File: config.mk
export PLATFORM = sky130hd
export DESIGN_NAME = alu4_seq
export DESIGN_NICKNAME = d
export VERILOG_FILES = /design/src/rtl/alu4_seq.sv
export SDC_FILE = /design/constraint.sdc
export NUM_CORES = 1
export LEC_CHECK = 0
export ABC_AREA = 0
export BUFFER_PORTS_ARGS = -buffer_cell sky130_fd_sc_hd__buf_2
export CAP_MARGIN = 20
export CORE_ASPECT_RATIO = 1.1
export CORE_UTILIZATION = 30
export DETAILED_ROUTE_END_ITERATION = 7
export PLACE_DENSITY = 0.53
export SLEW_MARGIN = 0
export SYNTH_ARGS = -nofsm -noshare
export SYNTH_HDL_FRONTEND = slang
export SYNTH_SLANG_ARGS = --single-unit
File: constraint.sdc
create_clock -name clk -period 2.2 [get_ports clk]
set_clock_uncertainty 0.05 [all_clocks]
set_input_delay 0.44 -clock clk [delete_from_list [all_inputs] [get_ports clk]]
set_output_delay 0.44 -clock clk [all_outputs]
set_load 0.01 [all_outputs]
File: src/rtl/alu4_seq.sv
// Command-side sequencer driving a 4-bit ALU one nibble per cycle, LSB first.
// Optional feature: define ALU4_SEQ_STATS_EN to add the o_op_count handshake counter.
module alu4_seq #(
    parameter int unsigned NIBBLES = 2
) (
    input  logic                   clk,
    input  logic                   rst_n,
    input  logic                   i_cmd_valid,
    output logic                   o_cmd_ready,
    input  logic [4*NIBBLES-1:0]   i_cmd_a,
    input  logic [4*NIBBLES-1:0]   i_cmd_b,
    input  logic [2:0]             i_cmd_op,
    input  logic                   i_cmd_cin,
    output logic [3:0]             o_alu_a,
    output logic [3:0]             o_alu_b,
    output logic [2:0]             o_alu_c,
    output logic                   o_alu_cin,
    input  logic [3:0]             i_alu_result,
    input  logic                   i_alu_zero,
    input  logic                   i_alu_overflow,
    input  logic                   i_alu_carry,
    input  logic                   i_alu_size,
    output logic                   o_rsp_valid,
    input  logic                   i_rsp_ready,
    output logic [4*NIBBLES-1:0]   o_rsp_result,
    output logic [3:0]             o_rsp_flags
`ifdef ALU4_SEQ_STATS_EN
    ,
    output logic [15:0]            o_op_count
`endif
);

    localparam int unsigned WIDTH = 4 * NIBBLES;
    localparam int unsigned IDX_W = (NIBBLES > 1) ? $clog2(NIBBLES) : 1;

    typedef enum logic [1:0] {
        S_IDLE = 2'd0,
        S_RUN  = 2'd1,
        S_DONE = 2'd2
    } state_t;

    state_t             r_state;
    state_t             w_state_nxt;
    logic [IDX_W-1:0]   r_idx;
    logic [WIDTH-1:0]   r_a;
    logic [WIDTH-1:0]   r_b;
    logic [2:0]         r_op;
    logic [2:0]         r_alu_c;
    logic               r_alu_cin;
    logic               r_cmd_ready;
    logic               r_rsp_valid;
    logic [WIDTH-1:0]   r_result;
    logic               r_size_and;
    logic               r_zero;
    logic               r_ovf;
    logic               r_carry;
    logic               r_size;
    logic               w_accept;
    logic               w_last;
    logic               w_rsp_hs;
    logic               w_arith_cmd;
    logic               w_arith_run;
    logic [WIDTH-1:0]   w_result_nxt;
    logic               w_unused;

    // Arithmetic/compare ops (000, 001, 110, 111) are exactly those with op[2] == op[1].
    assign w_arith_cmd = i_cmd_op[2] ~^ i_cmd_op[1];
    assign w_arith_run = r_op[2] ~^ r_op[1];
    assign w_accept    = i_cmd_valid && r_cmd_ready && (r_state == S_IDLE);
    assign w_last      = (r_idx == IDX_W'(NIBBLES - 1));
    assign w_rsp_hs    = (r_state == S_DONE) && i_rsp_ready;
    assign w_unused    = i_alu_zero;

    always_ff @(posedge clk or negedge rst_n) begin
        if (!rst_n) begin
            r_state <= S_IDLE;
        end else begin
            r_state <= w_state_nxt;
        end
    end

    always_comb begin
        w_state_nxt = r_state;
        unique case (r_state)
            S_IDLE:  if (w_accept) w_state_nxt = S_RUN;
            S_RUN:   if (w_last)   w_state_nxt = S_DONE;
            S_DONE:  if (w_rsp_hs) w_state_nxt = S_IDLE;
            default: w_state_nxt = S_IDLE;
        endcase
    end

    always_comb begin
        w_result_nxt = r_result;
        w_result_nxt[{r_idx, 2'b00} +: 4] = i_alu_result;
    end

    // Operands shift down so the ALU nibble is always bit [3:0]; they drain to 0 by DONE.
    always_ff @(posedge clk or negedge rst_n) begin
        if (!rst_n) begin
            r_idx       <= '0;
            r_a         <= '0;
            r_b         <= '0;
            r_op        <= '0;
            r_alu_c     <= '0;
            r_alu_cin   <= 1'b0;
            r_cmd_ready <= 1'b0;
            r_rsp_valid <= 1'b0;
            r_result    <= '0;
            r_size_and  <= 1'b0;
            r_zero      <= 1'b0;
            r_ovf       <= 1'b0;
            r_carry     <= 1'b0;
            r_size      <= 1'b0;
        end else begin
            r_cmd_ready <= (w_state_nxt == S_IDLE);
            r_rsp_valid <= (w_state_nxt == S_DONE);
            if (w_accept) begin
                r_a        <= i_cmd_a;
                r_b        <= i_cmd_b;
                r_op       <= i_cmd_op;
                r_alu_c    <= i_cmd_op;
                r_alu_cin  <= i_cmd_cin & w_arith_cmd;
                r_idx      <= '0;
                r_result   <= '0;
                r_size_and <= 1'b1;
            end else if (r_state == S_RUN) begin
                r_a        <= r_a >> 4;
                r_b        <= r_b >> 4;
                r_result   <= w_result_nxt;
                r_size_and <= r_size_and & i_alu_size;
                if (w_last) begin
                    r_idx     <= '0;
                    r_alu_c   <= '0;
                    r_alu_cin <= 1'b0;
                    r_zero    <= ~|w_result_nxt;
                    r_ovf     <= w_arith_run & i_alu_overflow;
                    r_carry   <= w_arith_run & i_alu_carry;
                    if (r_op == 3'b110) begin
                        r_size <= i_alu_size;
                    end else if (r_op == 3'b111) begin
                        r_size <= r_size_and & i_alu_size;
                    end else begin
                        r_size <= 1'b0;
                    end
                end else begin
                    r_idx     <= r_idx + IDX_W'(1);
                    r_alu_cin <= w_arith_run & i_alu_carry;
                end
            end
        end
    end

`ifdef ALU4_SEQ_STATS_EN
    logic [15:0] r_op_count;

    // Saturating count of completed response handshakes.
    always_ff @(posedge clk or negedge rst_n) begin
        if (!rst_n) begin
            r_op_count <= '0;
        end else if (w_rsp_hs && (r_op_count != 16'hFFFF)) begin
            r_op_count <= r_op_count + 16'd1;
        end
    end

    assign o_op_count = r_op_count;
`endif

    assign o_cmd_ready  = r_cmd_ready;
    assign o_rsp_valid  = r_rsp_valid;
    assign o_rsp_result = r_result;
    assign o_rsp_flags  = {r_zero, r_ovf, r_carry, r_size};
    assign o_alu_a      = r_a[3:0];
    assign o_alu_b      = r_b[3:0];
    assign o_alu_c      = r_alu_c;
    assign o_alu_cin    = r_alu_cin;

endmodule
==> flow_metrics.env, run 1 <==
export IMPL_first_pass_iters=4
export IMPL_overflow=0
export IMPL_critical_path_class="register to register"
export IMPL_cts_tree="done"
export IMPL_dieWidth_um=75.2
export IMPL_fin_nets=230
export IMPL_ios=58
export IMPL_grt_pass1_vias=1193
export IMPL_wirelength_um=3670
export IMPL_period_share=0.692
export IMPL_cp_cell_sequence="and4bb_1 > buf_12 > mux2_2"
export IMPL_hold_viol_final=0
export IMPL_ant_nets=0
export IMPL_place_area_um2=2050
export IMPL_p_per_area_nw_per_um2=1390
export IMPL_worstHoldPathType="input pin to async pin"
export IMPL_cp_max_fo=38
export IMPL_synth_area_per_cell_um2=11.7
export IMPL_crit_buf_inv=1
export IMPL_antenna_found_initial=0
export IMPL_grt_max_degree=39
export IMPL_via_per_inst=4.68
export IMPL_crit_required_ns=2.32
export IMPL_ir_drop_mv=0.486
export IMPL_dieArea_um2=6200
export IMPL_post_place_ws_ns=0.679
export IMPL_max_freq_mhz=657
export IMPL_core_um2=5540
export IMPL_slew_viol_final=0
export IMPL_max_slew_worst_pin_slew_ns=0.514
export IMPL_ctsLongestPathBuffers=2
export IMPL_clkSinkCount=41
export IMPL_min_period_ns=1.52
export IMPL_cpPeakStageDelay_ns=0.44
export IMPL_grt_use_total=0.128
export IMPL_synthesis_area_um2=1770
export IMPL_tns_ns=0
export IMPL_clk_pin_slew_ns=0.07
export IMPL_status="complete, no violations"
export IMPL_report_final_setup_viol=0
export IMPL_drive_gt1_frac=0.359
export IMPL_initial_core_util=0.319
export IMPL_drt_iter0_drc=27
export IMPL_final_area_um2=2140
export IMPL_ctsResizeCount=0
export IMPL_fp_row_count=28
export IMPL_cp_start_kind="register"
export IMPL_mostFrequentLayoutCell="buf_2"
export IMPL_hold_buffers=0
export IMPL_layout_common_cells="buf_2 (56), dfrtp_1 (41), nand2_1 (21), a22o_1 (21), o21ai_0 (11)"
export IMPL_synth_cell_type_count=28
export IMPL_drc=0
export IMPL_wl_per_cell_um=13.5
export IMPL_grt_pass1_wl_um=5850
export IMPL_diodes=0
export IMPL_rsz0062_at_grt="no"
export IMPL_synth_cells=151
export IMPL_port_buffers=56
export IMPL_cts_root_buf="clkbuf_8"
export IMPL_cp_slowest_cell="dfrtp_1"
export IMPL_die_y_um=82.5
export IMPL_synth_seq_cells=41
export IMPL_critPathTopFamily="flip-flops"
export IMPL_ys_seq_area_frac=0.581
export IMPL_numCtsBuffers=5
export IMPL_end_kind="register"
export IMPL_fin_ws_ns=0.679
export IMPL_drv_cap=0
export IMPL_vias=1279
export IMPL_clk_latency_ns=0.28
export IMPL_area_growth_pct=21.1
export IMPL_yosys_warnings=0
export IMPL_post_cts_setup_buffers=0
export IMPL_dp_hpwl_um=2640
export IMPL_worst_ep_arrival_time_ns=1.64
export IMPL_relSlewSlack=0.657
export IMPL_syn_nets=183
export IMPL_leakagePower_nw=1.12
export IMPL_gp_congestion=0.671
export IMPL_h_tree_depth=2
[synthesized netlist by cell type]
cell | instances | share of area
nand2_1 | 21 | 0.045
o21a_1 | 1 | 0.0043
inv_1 | 2 | 0.0043
a22oi_1 | 1 | 0.0043
clkbuf_1 | 1 | 0.0021
o2111ai_1 | 1 | 0.0050
and3b_1 | 1 | 0.0050
and4bb_1 | 1 | 0.0071
nand2b_1 | 3 | 0.011
dfrtp_1 | 41 | 0.58
o21ai_0 | 11 | 0.031
nor3b_2 | 1 | 0.0071
a22o_1 | 21 | 0.10
nand3_1 | 2 | 0.0057
and2_1 | 1 | 0.0035
nor2_4 | 3 | 0.019
nor2b_1 | 1 | 0.0035
buf_6 | 1 | 0.0064
a21oi_1 | 1 | 0.0028
nor4_1 | 2 | 0.0071
buf_4 | 14 | 0.059
xnor2_1 | 3 | 0.015
o21ai_1 | 2 | 0.0057
nor2_1 | 1 | 0.0021
mux2_2 | 2 | 0.013
buf_2 | 3 | 0.0085
nand3b_1 | 1 | 0.0043
a21o_1 | 8 | 0.034
[per-layer routing]
layer / vias up / GRT usage / part of all wire
met5: - / 0 / 0
met4: 0 / 0.0333 / 0.0084
met3: 6 / 0.0449 / 0.070
met2: 49 / 0.193 / 0.44
met1: 614 / 0.176 / 0.48
li1: 610 / - / -
[cells by family (layout without fill, tap and decap cells)]
group	after synthesis	count (layout)	synth area share
AND/OR/NAND/NOR	38	38	0.120
multiplexers	2	2	0.0127
AO/OA/AOI/OAI	46	46	0.191
XOR/XNOR	3	3	0.0149
flip-flops	41	41	0.581
buffers and inverters	21	68	0.0807
[worst register-to-register path, delay by kind of cell (launching register included)]
family / cells / cell delay [ns]
multiplexers: 1 / 0.36
AND/OR/NAND/NOR: 1 / 0.34
flip-flops: 1 / 0.44
buffers and inverters: 1 / 0.22
[power breakdown]
| part | switching [mW] | internal, mW |
|---|---|---|
| Sequential | 0.189 | 1.08 |
| Combinational | 0.643 | 0.571 |
| Clock | 0.239 | 0.249 |
| Total | 1.07 | 1.90 |
[flip-flops by register name, summed over array words and instances, names as in the netlist, 2 cells and up]
signal,count
r_b,8
r_op,3
r_state,2
o_alu_c,3
r_a,8
o_rsp_result,8
[layout make-up]
class                   count  area (µm²)
clock buffers               7        86.3
fillers                   592        3400
inverters                   2        7.51
multi-input cells          89         598
flip-flops and latches     41        1030
well taps                  75        93.8
repair buffers             59         328
[through the flow]
stage	utilization	hold slack, ns	power [mW]	std cells
detailed placement	0.371	0.393	2.52	266
finish	0.387	0.0693	2.97	273
CTS	0.387	0.0818	3.02	273
floorplan	-	0.0944	2.22	151
global placement	0.371	0.391	2.51	266
global route	0.387	0.0947	3.23	273
[path summary, 6_finish.rpt]
| check | start | to | slack [ns] | depth (start not counted) |
|---|---|---|---|---|
| max | r_state[1] | r_op[1] | 0.68 | 3 |
| min | rst_n | r_b[2] | 0.07 | 1 |
| max reg2reg | r_state[1] | r_op[1] | 0.68 | 3 |
| min reg2reg | r_b[3] | r_b[3] | 0.42 | 1 |
| max in group asynchronous | rst_n | r_a[7] | 1.53 | 2 |
| min in group clk | i_cmd_b[6] | r_b[6] | 0.31 | 3 |
No activity file was read; power rests on OpenSTA's default activity.
==> run 2: changes to the inputs <==
- PLACE_DENSITY: 0.53 -> 0.55
- clock period: 2.2 -> 1.25 ns (I/O delays scaled with it)
==> flow_metrics.env, run 2 (same netlist as run 1, synthesis figures left out) <==
export IMPL_dp_hpwl_um=2570
export IMPL_gp_congestion=0.721
export IMPL_min_to="r_a[5]"
export IMPL_min_from="i_cmd_a[5]"
export IMPL_ant_nets=0
export IMPL_total_power_mw=6.27
export IMPL_grt_pass1_wl_um=6350
export IMPL_first_pass_iters=4
export IMPL_initial_core_util=0.319
export IMPL_p_clk_frac=0.177
export IMPL_hold_path_depth=3
export IMPL_placed_cells=276
export IMPL_cts_root_buf="clkbuf_8"
export IMPL_final_area_um2=2420
export IMPL_p_seq_frac=0.357
export IMPL_numCtsBuffers=5
export IMPL_vias=1331
export IMPL_regArea_um2=1030
export IMPL_post_place_ws_ns=-0.156
export IMPL_area_growth_pct=37.2
export IMPL_rsz0062_at_grt="yes"
export IMPL_cp_max_fo=8
export IMPL_max_slew_worst_pin_slew_ns=0.296
export IMPL_critical_path_class="register to register"
export IMPL_overflow=0
export IMPL_dieWidth_um=75.2
export IMPL_final_cells=293
export IMPL_cpPeakStageDelay_ns=0.38
export IMPL_r2r_setup_slack_ns=-0.11
export IMPL_end_kind="register"
export IMPL_wirelength_um=3950
export IMPL_clk_pin_slew_ns=0.08
export IMPL_antenna_found_initial=0
export IMPL_die_y_um=82.5
export IMPL_drt_iter0_drc=37
export IMPL_clk_latency_ns=0.30
export IMPL_wl_per_cell_um=13.5
export IMPL_grt_max_degree=42
export IMPL_power_switching_mw=2.12
export IMPL_p_per_area_nw_per_um2=2590
export IMPL_ff2ff_path_depth=3
export IMPL_drive_gt1_frac=0.450
export IMPL_fin_nets=249
export IMPL_tns_ns=-1.37
export IMPL_r2r_start="r_state[1]"
export IMPL_mostFrequentLayoutCell="buf_2"
export IMPL_slew_viol_final=0
export IMPL_fin_ws_ns=-0.107
export IMPL_max_freq_mhz=737
export IMPL_comb_power_share=0.466
export IMPL_drc=0
export IMPL_ios=58
export IMPL_ctsLongestPathBuffers=2
export IMPL_crit_required_ns=1.39
export IMPL_worst_ep_arrival_time_ns=1.49
export IMPL_h_tree_depth=2
export IMPL_status="complete, but fails checks"
export IMPL_leakagePower_nw=1.26
export IMPL_place_area_um2=2150
export IMPL_drv_cap=0
export IMPL_p_int_mw=4.15
export IMPL_reg2reg_to="r_op[2]"
export IMPL_relSlewSlack=0.802
export IMPL_core_um2=5540
export IMPL_cts_tree="done"
export IMPL_worstHoldPathType="input pin to register"
export IMPL_ir_drop_mv=0.940
export IMPL_fp_row_count=28
export IMPL_violations="negative setup slack"
export IMPL_whs_ns=0.122
export IMPL_clkSinkCount=41
export IMPL_period_share=1.09
export IMPL_port_buffers=56
export IMPL_dieArea_um2=6200
export IMPL_cp_slowest_cell="dfrtp_1"
export IMPL_n_fill_cell=559
export IMPL_multi_input_area_um2=651
export IMPL_grt_use_total=0.141
export IMPL_swShare=0.338
export IMPL_diodes=0
export IMPL_report_final_setup_viol=26
export IMPL_via_per_inst=4.54
export IMPL_cp_start_kind="register"
export IMPL_grt_pass1_vias=1327
export IMPL_final_util=0.438
export IMPL_cp_cell_sequence="and4bb_4 > buf_12 > mux2_4"
export IMPL_layout_common_cells="buf_2 (55), dfrtp_1 (41), a22o_1 (21), nand2_1 (20), buf_6 (11)"
export IMPL_hold_viol_final=0
export IMPL_min_period_ns=1.36
run 2: cell types whose count changed in the layout (fill, tap and decap cells not counted), moves of 2 or more:
cell	change
buf_4	+7
buf_6	+11
mux2_2	-2
mux2_4	+2
run 2: what timing repair did:
item	in CTS	in global routing
gates resized for setup	16	11
pin swaps	17	8
endpoints found under the hold margin	41	0
buffers inserted	6	1
endpoints found under the setup margin	29	41
hold buffers	1	0
gates cloned	2	0
run 2: worst max-delay path by stage:
stage	startpoint	endpoint	slack (ns)	depth (start not counted)
after detailed placement	r_state[1]	o_alu_cin	-0.16	4
final	r_state[1]	r_op[2]	-0.11	3
after CTS	r_state[1]	r_op[2]	-0.10	3
after global placement	r_state[1]	o_alu_cin	-0.14	4
after global routing	r_state[0]	r_op[1]	-0.15	3
after floorplan	r_state[1]	o_rsp_result[1]	-0.05	4
run 2: area by class of cell:
| cell class | instances | area share |
|---|---|---|
| clock buffer | 7 | 0.0356 |
| timing repair buffer | 78 | 0.218 |
| tap | 75 | 0.0387 |
| sequential | 41 | 0.423 |
| multi-input combinational | 89 | 0.268 |
| inverter | 2 | 0.00310 |
| clock inverter | 1 | 0.0124 |
run 2: critical path, delay by kind of cell (launching register included):
family                 cells  cell delay [ns]
DFF                        1             0.38
and+or+nand+nor            1             0.38
muxes                      1             0.29
buffers and inverters      1             0.15
run 2: routing by layer:
layer | part of all wire | GRT usage
met1 | 0.49 | 0.192
met2 | 0.43 | 0.212
met3 | 0.068 | 0.0485
met4 | 0.0053 | 0.0444
met5 | 0 | 0
run 2: power groups by stage:
| stage | Combinational [mW] | Sequential (mW) | Clock [mW] |
|---|---|---|---|
| after global placement | 2.44 | 2.24 | 0 |
| after CTS | 2.86 | 2.23 | 1.14 |
| final | 2.93 | 2.24 | 1.11 |
| after detailed placement | 2.48 | 2.23 | 0 |
| after global routing | 3.23 | 2.33 | 1.20 |
| after floorplan | 1.67 | 2.29 | 0 |
==> run 3: changes to the inputs <==
- CORE_UTILIZATION: 30 -> 40
- PLACE_DENSITY: 0.55 -> 0.69
==> flow_metrics.env, run 3 (same netlist as run 1, synthesis figures left out) <==
export IMPL_cts_root_buf="clkbuf_8"
export IMPL_cp_max_fo=9
export IMPL_mostFrequentLayoutCell="buf_2"
export IMPL_core_um2=4080
export IMPL_max_slew_worst_pin_slew_ns=0.302
export IMPL_period_share=1.11
export IMPL_numCtsBuffers=5
export IMPL_tns_ns=-2.35
export IMPL_fin_nets=242
export IMPL_overflow=0
export IMPL_p_per_area_nw_per_um2=2530
export IMPL_fin_ws_ns=-0.131
export IMPL_cpPeakStageDelay_ns=0.40
export IMPL_critPathTopFamily="flip-flops"
export IMPL_dieArea_um2=4690
export IMPL_violations="negative setup slack"
export IMPL_area_growth_pct=28.3
export IMPL_p_clk_frac=0.165
export IMPL_cp_cell_sequence="and4bb_2 > buf_12 > mux2_4"
export IMPL_relSlewSlack=0.798
export IMPL_rsz0062_at_grt="yes"
export IMPL_diodes=0
export IMPL_clk_pin_slew_ns=0.07
export IMPL_cp_slowest_cell="dfrtp_1"
export IMPL_crit_cells=3
export IMPL_antenna_found_initial=0
export IMPL_drc=0
export IMPL_power_switching_mw=2.01
export IMPL_ctsLongestPathBuffers=2
export IMPL_r2r_setup_slack_ns=-0.13
export IMPL_worstHoldPathType="input pin to register"
export IMPL_reg2reg_to="r_op[2]"
export IMPL_swShare=0.352
export IMPL_drive_gt1_frac=0.417
export IMPL_clk_latency_ns=0.30
export IMPL_grt_use_total=0.164
export IMPL_ff2ff_path_depth=3
export IMPL_port_buffers=56
export IMPL_ios=58
export IMPL_r2r_start="r_state[0]"
export IMPL_whs_ns=0.109
export IMPL_clkSinkCount=41
export IMPL_wirelength_um=3550
export IMPL_final_cells=263
export IMPL_leakagePower_nw=1.20
export IMPL_placed_cells=250
export IMPL_min_period_ns=1.38
export IMPL_status="complete, but fails checks"
export IMPL_drt_iter0_drc=40
export IMPL_wl_per_cell_um=13.5
export IMPL_vias=1315
export IMPL_comb_power_share=0.444
export IMPL_grt_max_degree=42
export IMPL_slew_viol_final=0
export IMPL_ant_nets=0
export IMPL_grt_pass1_wl_um=5720
export IMPL_die_y_um=71.7
export IMPL_gp_congestion=0.811
export IMPL_dieWidth_um=65.4
export IMPL_fp_row_count=24
export IMPL_layout_common_cells="buf_2 (56), dfrtp_1 (41), nand2_1 (21), a22o_1 (21), o21ai_1 (10)"
export IMPL_first_pass_iters=4
export IMPL_report_final_setup_viol=35
export IMPL_via_per_inst=5.00
export IMPL_worst_ep_arrival_time_ns=1.51
export IMPL_critical_path_class="register to register"
export IMPL_hold_viol_final=0
export IMPL_p_seq_frac=0.391
export IMPL_ir_drop_mv=1.20
export IMPL_startpoint="r_state[0]"
export IMPL_crit_buf_inv=1
export IMPL_max_freq_mhz=724
export IMPL_crit_required_ns=1.38
export IMPL_cts_tree="done"
export IMPL_h_tree_depth=2
export IMPL_p_int_mw=3.71
export IMPL_grt_pass1_vias=1194
export IMPL_cp_start_kind="register"
export IMPL_dp_hpwl_um=2580
export IMPL_drv_cap=0
export IMPL_end_kind="register"
export IMPL_cp_endpoint="r_op[2]"
export IMPL_initial_core_util=0.433
[run 3: changes by cell type in the layout (fill, tap and decap cells not counted), sizes merged]
cell,previous run,this run
buf,77,69
bufinv,1,0
clkinv,0,1
nor2,4,5
[run 3: what timing repair did]
action / CTS / global route
pin swaps: 2 / 4
resized for setup: 13 / 4
cloned: 0 / 1
endpoints found under the hold margin: 41 / 0
setup buffers: 1 / 2
hold buffers: 1 / 0
endpoints found under the setup margin: 35 / 40
[run 3: worst register-to-register path, delay by kind of cell (launching register included)]
family / cells / cell delay [ns]
DFF: 1 / 0.40
muxes: 1 / 0.30
buffers and inverters: 1 / 0.15
and+or+nand+nor: 1 / 0.37
[run 3: power groups by stage]
stage / Combinational, mW / Clock, mW / Sequential (mW)
finish: 2.54 / 0.947 / 2.23
floorplan: 1.67 / 0 / 2.29
detailed placement: 2.37 / 0 / 2.25
CTS: 2.46 / 0.971 / 2.24
global route: 2.78 / 1.03 / 2.30
global placement: 2.31 / 0 / 2.24
[run 3: worst min path at each step]
stage	from	end	slack, ns	depth (start not counted)
6_report	i_cmd_b[7]	r_b[7]	0.11	3
5_1_grt	i_cmd_b[7]	r_b[7]	0.11	3
4_1_cts	i_cmd_b[7]	r_b[7]	0.10	3
3_5_place_dp	rst_n	o_rsp_result[6]	0.19	2
3_3_place_gp	rst_n	o_rsp_result[7]	0.18	2
2_1_floorplan	rst_n	o_alu_c[0]	-0.1	0
[run 3: cell type report]
cell class	instances	area, µm²
well taps	52	65.1
multi-input cells	90	629
inverters	2	7.51
repair buffers	70	437
clock inverters	1	5.00
clock buffers	7	96.3
fillers	390	1820
flip-flops and latches	41	1030
[run 3: routing by layer]
layer | vias to the layer above | GRT usage | part of all wire
li1 | 641 | - | -
met1 | 633 | 0.221 | 0.45
met2 | 35 | 0.238 | 0.49
met3 | 6 | 0.0478 | 0.047
met4 | 0 | 0.0821 | 0.020
met5 | - | 0 | 0
[run 3: metrics by stage]
step           cell area (µm²)  power [mW]   util  setup slack, ns
6_report                  2270        5.72  0.555           -0.131
5_1_grt                   2270        6.11  0.555           -0.153
4_1_cts                   2230        5.67  0.547           -0.126
3_5_place_dp              2100        4.62  0.513           -0.307
3_3_place_gp              2100        4.55  0.513           -0.228
2_1_floorplan             1780        3.95      -          -0.0549
